<file path="config.mk">
export PLATFORM = sky130hd
export DESIGN_NAME = vic_cfg_bridge
export DESIGN_NICKNAME = d
export VERILOG_FILES = /design/src/rtl/vic_cfg_bridge.sv
export SDC_FILE = /design/constraint.sdc
export NUM_CORES = 1
export LEC_CHECK = 0
export BUFFER_PORTS_ARGS = -buffer_cell sky130_fd_sc_hd__buf_2
export CAP_MARGIN = 25
export CORE_UTILIZATION = 50
export CTS_CLUSTER_SIZE = 20
export DETAILED_ROUTE_END_ITERATION = 8
export HOLD_SLACK_MARGIN = 0.06
export PLACE_DENSITY = 0.81
export SLEW_MARGIN = 10
export SYNTH_ARGS = -nofsm -noshare
export SYNTH_HDL_FRONTEND = slang
export SYNTH_SLANG_ARGS = --single-unit
</file>
<file path="constraint.sdc">
create_clock -name clk -period 3 [get_ports clk]
set_clock_uncertainty 0.05 [all_clocks]
set_input_delay 0.45 -clock clk [delete_from_list [all_inputs] [get_ports clk]]
set_output_delay 0.45 -clock clk [all_outputs]
set_load 0.01 [all_outputs]
</file>
<file path="src/rtl/vic_cfg_bridge.sv">
// rtl/vic_cfg_bridge.sv - CPU word access to VIC nibble register port bridge.
// One 32-bit access becomes eight fixed-latency 4-bit register transfers.
module vic_cfg_bridge #(
  parameter int NIB_PER_WORD = 8,
  parameter int REG_AW       = 5,
  parameter int NIB_W        = 4
) (
  input  logic                            clk,
  input  logic                            rst,
  input  logic                            i_req,
  input  logic                            i_we,
  input  logic [REG_AW-$clog2(NIB_PER_WORD)-1:0] i_word,
  input  logic [NIB_PER_WORD*NIB_W-1:0]   i_wdata,
  input  logic [NIB_PER_WORD-1:0]         i_nmask,
  output logic                            o_busy,
  output logic                            o_ack,
  output logic [NIB_PER_WORD*NIB_W-1:0]   o_rdata,
  output logic [REG_AW-1:0]               o_VIC_regaddr,
  output logic [NIB_W-1:0]                o_VIC_data,
  output logic                            o_VIC_we,
  input  logic [NIB_W-1:0]                i_VIC_data
);

  localparam int IDX_W  = $clog2(NIB_PER_WORD);
  localparam int WORD_W = REG_AW - IDX_W;
  localparam int DATA_W = NIB_PER_WORD * NIB_W;
  localparam logic [IDX_W-1:0] IDX_LAST = IDX_W'(NIB_PER_WORD - 1);

  typedef enum logic [1:0] {IDLE, WR, RD, DONE} state_t;

  state_t              state_q, state_d;
  logic [IDX_W-1:0]    idx_q, idx_d, idx_nxt;
  logic [WORD_W-1:0]   word_q, word_d;
  logic [DATA_W-1:0]   wdata_q, wdata_d;
  logic [NIB_PER_WORD-1:0] nmask_q, nmask_d;
  logic                busy_q, busy_d;
  logic                ack_q, ack_d;
  logic [DATA_W-1:0]   rdata_q, rdata_d;
  logic [REG_AW-1:0]   regaddr_q, regaddr_d;
  logic [NIB_W-1:0]    vdata_q, vdata_d;
  logic                vwe_q, vwe_d;

  // Index wraps within 3 bits, so it never carries into the word field.
  assign idx_nxt = idx_q + IDX_W'(1);

  always_comb begin
    state_d   = state_q;
    idx_d     = idx_q;
    word_d    = word_q;
    wdata_d   = wdata_q;
    nmask_d   = nmask_q;
    busy_d    = busy_q;
    ack_d     = 1'b0;
    rdata_d   = rdata_q;
    regaddr_d = regaddr_q;
    vdata_d   = vdata_q;
    vwe_d     = 1'b0;
    case (state_q)
      IDLE: begin
        busy_d = 1'b0;
        if (i_req) begin
          word_d    = i_word;
          wdata_d   = i_wdata;
          nmask_d   = i_nmask;
          idx_d     = '0;
          busy_d    = 1'b1;
          regaddr_d = {i_word, {IDX_W{1'b0}}};
          if (i_we) begin
            state_d = WR;
            vdata_d = i_wdata[NIB_W-1:0];
            vwe_d   = i_nmask[0];
          end else begin
            state_d = RD;
          end
        end
      end
      WR: begin
        if (idx_q == IDX_LAST) begin
          state_d = DONE;
          ack_d   = 1'b1;
        end else begin
          idx_d     = idx_nxt;
          regaddr_d = {word_q, idx_nxt};
          vdata_d   = wdata_q[NIB_W*int'(idx_nxt) +: NIB_W];
          vwe_d     = nmask_q[idx_nxt];
        end
      end
      RD: begin
        rdata_d[NIB_W*int'(idx_q) +: NIB_W] = i_VIC_data;
        if (idx_q == IDX_LAST) begin
          state_d = DONE;
          ack_d   = 1'b1;
        end else begin
          idx_d     = idx_nxt;
          regaddr_d = {word_q, idx_nxt};
        end
      end
      DONE: begin
        busy_d  = 1'b0;
        state_d = IDLE;
      end
      default: state_d = IDLE;
    endcase
  end

  always_ff @(posedge clk) begin
    if (rst) begin
      state_q   <= IDLE;
      idx_q     <= '0;
      word_q    <= '0;
      wdata_q   <= '0;
      nmask_q   <= '0;
      busy_q    <= 1'b0;
      ack_q     <= 1'b0;
      rdata_q   <= '0;
      regaddr_q <= '0;
      vdata_q   <= '0;
      vwe_q     <= 1'b0;
    end else begin
      state_q   <= state_d;
      idx_q     <= idx_d;
      word_q    <= word_d;
      wdata_q   <= wdata_d;
      nmask_q   <= nmask_d;
      busy_q    <= busy_d;
      ack_q     <= ack_d;
      rdata_q   <= rdata_d;
      regaddr_q <= regaddr_d;
      vdata_q   <= vdata_d;
      vwe_q     <= vwe_d;
    end
  end

  assign o_busy        = busy_q;
  assign o_ack         = ack_q;
  assign o_rdata       = rdata_q;
  assign o_VIC_regaddr = regaddr_q;
  assign o_VIC_data    = vdata_q;
  assign o_VIC_we      = vwe_q;

endmodule
</file>
== After elaboration in Yosys (flattened, before gate mapping) ==
Cells that the tools add are included.
Widths: inputs -> output; s select.
Storage, ports and cells
  bits of input ports: 50
  output and inout port bits: 44
  register bits: 91
Cells by class
  equal/unequal tests: 9
  magnitude comparators: 1
  reduce and logical (&&, ||, !) cells: 10
  muxes and demuxes: 24
  add/subtract/negate cells: 2
  bitwise logic cells: 1
  shift-type cells: 3
Operator list (count)
  $neg 5->33: 1
  $shift 4x33->32 const A: 1
  $shiftx 4x33->32: 1
  $bwmux 32: 1
  $shiftx 32x6->4: 1
  $mux 4: 3
  $mux 5: 2
  $pmux 5 s2: 1
  $ne 2x2->1 const B: 4
  $pmux 4 s2: 1
  $mux 1: 6
  $mux 2: 3
  $mux 3: 2
  $pmux 2 s3: 1
  $pmux 3 s2: 1
  $reduce_bool 2->1: 3
  $eq 2x2->1 const B: 2
  $lt 3x4->1 const B: 1
  $pmux 1 s2: 2
  $reduce_and 2->1: 2
  $reduce_and 4->1: 1
  $reduce_or 2->1: 2
  $add 3x1->3 const B: 1
  $bmux 1 s3: 1
  6 further kinds: 6

== Depth between registers and ports, before layout ==
  depth in word-level cells: 5
  depth in mapped cells: 10
  depth with buffers taken out: 7

== Least setup slack after synthesis ==
OpenSTA, ideal clock, no wires.
  path type: reg-to-reg
  start: register idx_q[0]
  end: register rdata_q[19], in the netlist o_rdata[19]
  path buffers: 2
  setup time: 0.067 ns
  arrival time: 2.415 ns
  path slack: 0.468 ns
  data required time: 2.883 ns
  stages on the path, launching flop included: 10
  path through: dfxtp_1 buf_6 buf_2 inv_1 ha_1 ha_1 o311ai_1 or4_4 or3_1 a21oi_2
On the way
  longest elaborated chain between the ends: 3
  elaborated cells on any way between the ends: 4
  those cells by class: add/sub: 1; shift: 2; mux: 1
Ends and longest elaborated chain
  from (decl): RTL line 32  | logic [IDX_W-1:0] idx_q, idx_d, idx_nxt;
  from (signal assigned): RTL line 121  | idx_q <= idx_d;
  $neg 5->33 (*): RTL line 89  | rdata_d[NIB_W*int'(idx_q) +: NIB_W] = i_VIC_data;
  $shiftx 4x33->32 or $shift 4x33->32 (tied branches): RTL line 89
  $bwmux 32 (*): RTL line 89
  to (signal assigned): RTL line 127  | rdata_q <= rdata_d;
  to (decl): RTL line 38  | logic [DATA_W-1:0] rdata_q, rdata_d;
Every way passes the cells marked *; elsewhere a longest branch is shown, timed or not.
A chain may end at the register's enable or synchronous reset.

== Final worst setup path ==
  start: register idx_q[0]
  end: register vdata_q[3], in the netlist o_VIC_data[3]
On the way
  longest elaborated chain between the ends: 4
  elaborated cells on any way between the ends: 7
  those cells by class: add/sub: 1; eq/ne: 2; shift: 1; mux: 2; reduce/logical: 1
Ends and longest elaborated chain
  $add 3x1->3: RTL line 44  | assign idx_nxt = idx_q + IDX_W'(1);
  $shiftx 32x6->4: RTL line 84  | vdata_d = wdata_q[NIB_W*int'(idx_nxt) +: NIB_W];
  $mux 4: RTL line 78  | if (idx_q == IDX_LAST) begin
  $pmux 4 s2: RTL line 58  | case (state_q)
  to (signal assigned): RTL line 129  | vdata_q <= vdata_d;
  to (decl): RTL line 40  | logic [NIB_W-1:0] vdata_q, vdata_d;
Several ways; a longest one is shown, not always the timed one. The select of a mux whose other input is x is not followed.

==> impl_metrics.ini <==
[run_status]
outcome = complete, no violations

[global_route]
global_route.overflow_total = 0
globalRouteTotalUtil_pct = 23.0
antenna_found_initial = 0
grt_pass1_vias = 3107
grt_pass1_wl_mm = 14.1
grt_max_degree = 89

[worst_setup_path]
cp_max_fo = 14
cp_data_required_time_ns = 3.16
reg2reg_from = idx_q[0]
timing.critical_path.to_type = flip-flop
timing.critical_path.arrival_ns = 2.72
timing.critical_path.from = idx_q[0]
worst_setup_path_start_kind = flip-flop
worstSetupPathType = flip-flop to flip-flop

[synthesis]
synth-edff-count = 0
post_synth_inst_count = 435
post_synth.cell_area_avg_sq_um = 8.79
synthDistinctLibCells = 34
synth_fp_nets = 497
ys.warnings.count = 0
synth.cell_area_sq_um = 3820
async_flop_share_pct = 0
postSynthRegisterBits = 88
synth-seq-area-share_pct = 46.1
synthFlopType = dfxtp_1

[detailed_routing]
final_wirelength_mm = 8.62
firstDrtPassIters = 5
detail-route-antenna-nets = 0
first_drt_iteration_drcs = 154
detailroute.via_count = 3268
vias_per_cell = 5.28
drc = 0
wl_per_cell_um = 13.9

[sta]
setup_total_negative_slack_ns = 0
fmaxAchievable_mhz = 391
slew-limit-headroom_pct = 41.9
maxSlewViolCount = 0
setup_repair_after_global_routing_missed_its_margin = no
max_slew.worst_pin.slew_ns = 0.872
fin_crit_sh_pct = 85.3
finalHoldViolCount = 0
fin_worst_hold_slack_ns = 0.270
final_period_minus_worst_setup_slack_ns = 2.56
final_critical_path_setup_slack_ns = 0.442
final-setup-viol-count = 0

[clock_tree]
cts.reportedPaths.clkPinSlew_ns = 0.09
cts_buffer_depth = 2
cts_post_setup_buffers_inserted = 0
clockRootBuffer = clkbuf_8
cts-htree-levels = 3
cts.repair.resized = 0
clk-insertion-delay-late_ns = 0.36
clock_sink_count = 88
cts_hold_buffers = 0
number_of_buffers_added_by_the_clock_tree_synthesis_step = 9
tritoncts_clock_tree = done

[final_layout]
antenna-diode-count = 0
finish.instance_area_sq_um = 4540
areaGrowthSynthToFinish_pct = 18.7
final_core_util_pct = 61.9
num-nets-final = 578
drive_gt1_share_pct = 23.7

[die]
die_y_um = 89.5
floorplan.die.width_um = 89.5
initial_utilization_pct = 52.2
fp-row-count = 31
design.portCount = 94
die_area_sq_um = 8000
fp.coreArea_sq_um = 7330

[hold_path]
hp-start = i_wdata[20]
worst_hold_class = primary input to flip-flop

[power]
irDropWorstVdd_mv = 0.418
power_density_nw_per_um2 = 746
power_leakage_nw = 2.14

[placed_design]
place_hpwl_mm = 6.24
place_congestion = 0.793
dpl-instance-area_sq_um = 4350
io_buffers = 93
setup_slack_placement_ns = 0.443

[run]
maxCapViolCount = 0
==> layout by cell type (no fill, tap or decap), drive strengths merged <==
master / count
nand3: 10
and3: 4
inv: 10
buf: 98
a211o: 5
o311a: 1
nand2b: 4
nand4: 2
ha: 12
nor2b: 2
clkbuf: 9
clkinvlp: 2
nor4: 1
nor3: 1
o21ai: 2
nand2: 102
bufinv: 1
a211oi: 1
or4: 1
nor3b: 1
mux4: 10
dfxtp: 88
a21boi: 1
mux2i: 34
clkinv: 1
o311ai: 1
a21oi: 59
nor2: 49
and2: 1
nand4bb: 1
o211ai: 1
or3: 2
mux2: 3
==> power breakdown <==
part           internal, mW  total (mW)  switching, mW
sequential             1.34        1.46          0.122
clock                 0.385       0.812          0.427
combinational         0.480        1.11          0.633
total                  2.20        3.38           1.18
==> layer usage <==
layer  part of all wire, %  global-route usage (%)  wire length (um)  vias up
li1                      -                       -                 -     1632
met1                    42                    27.5              3620     1513
met2                    50                    40.7              4360      102
met3                   5.3                    3.69               457       21
met4                   2.2                    10.4               191        0
met5                     0                       0                 0        -
==> worst paths after layout <==
check                                endpoint  slack, ns  cells past startpoint
worst min register to register    wdata_q[18]       0.41                      2
worst max-delay path            o_VIC_data[3]       0.44                      6
worst min-delay path              wdata_q[20]       0.27                      3
worst max register to register  o_VIC_data[3]       0.44                      6
==> flip-flops by register name, indices dropped and copies added, names as in the netlist, 2 cells and up <==
register	count
nmask_q	8
word_q	2
wdata_q	32
idx_q	2
state_q	2
o_VIC_regaddr	3
o_VIC_data	4
o_rdata	32
==> logic make-up (layout without fill, tap and decap cells) <==
kind of cell    after synthesis  in the layout  share of synthesized area [%]
simple gates                181            181                           19.7
mux                          47             47                           16.2
buf+inv                      36            121                           3.86
compound gates               71             71                           10.3
flops                        88             88                           46.1
fa+ha+maj                    12             12                           3.93
==> final cells by class <==
cell class / count / area (sq um)
fillers: 639 / 2790
repair buffers: 98 / 515
clock inverters: 6 / 67.6
well taps: 99 / 124
clock buffers: 9 / 124
flip-flops and latches: 88 / 1760
inverters: 8 / 30.0
multi-input cells: 311 / 1910
==> cell usage after synthesis (2+ instances only) <==
library cell	n	area, sq um
a211o_1	5	43.8
a21oi_1	58	290
and3_1	4	25.0
buf_2	4	20.0
clkbuf_1	22	82.6
dfxtp_1	88	1760
ha_1	12	150
inv_1	8	30.0
mux2_2	3	33.8
mux2i_1	34	340
mux4_1	5	131
mux4_2	5	113
nand2_1	102	383
nand2b_1	4	25.0
nand3_1	10	50.1
nand4_1	2	12.5
nor2_1	49	184
nor2b_1	2	12.5
o21ai_0	2	10.0
or3_1	2	12.5
==> metrics by stage <==
| step | cells | total power, mW |
|---|---|---|
| 6_report | 619 | 3.38 |
| 5_1_grt | 619 | 3.59 |
| 4_1_cts | 619 | 3.40 |
| 3_5_place_dp | 604 | 2.59 |
| 3_3_place_gp | 604 | 2.55 |
| 2_1_floorplan | 435 | 2.29 |
==> worst max-delay path, cell delays in order (launching register included) <==
cell	delay [ns]
dfxtp_1	0.58
inv_1	0.16
ha_1	0.65
mux4_1	0.62
mux2i_1	0.16
a211o_1	0.14
a21oi_1	0.05
Power figures use the tool's default switching activity.
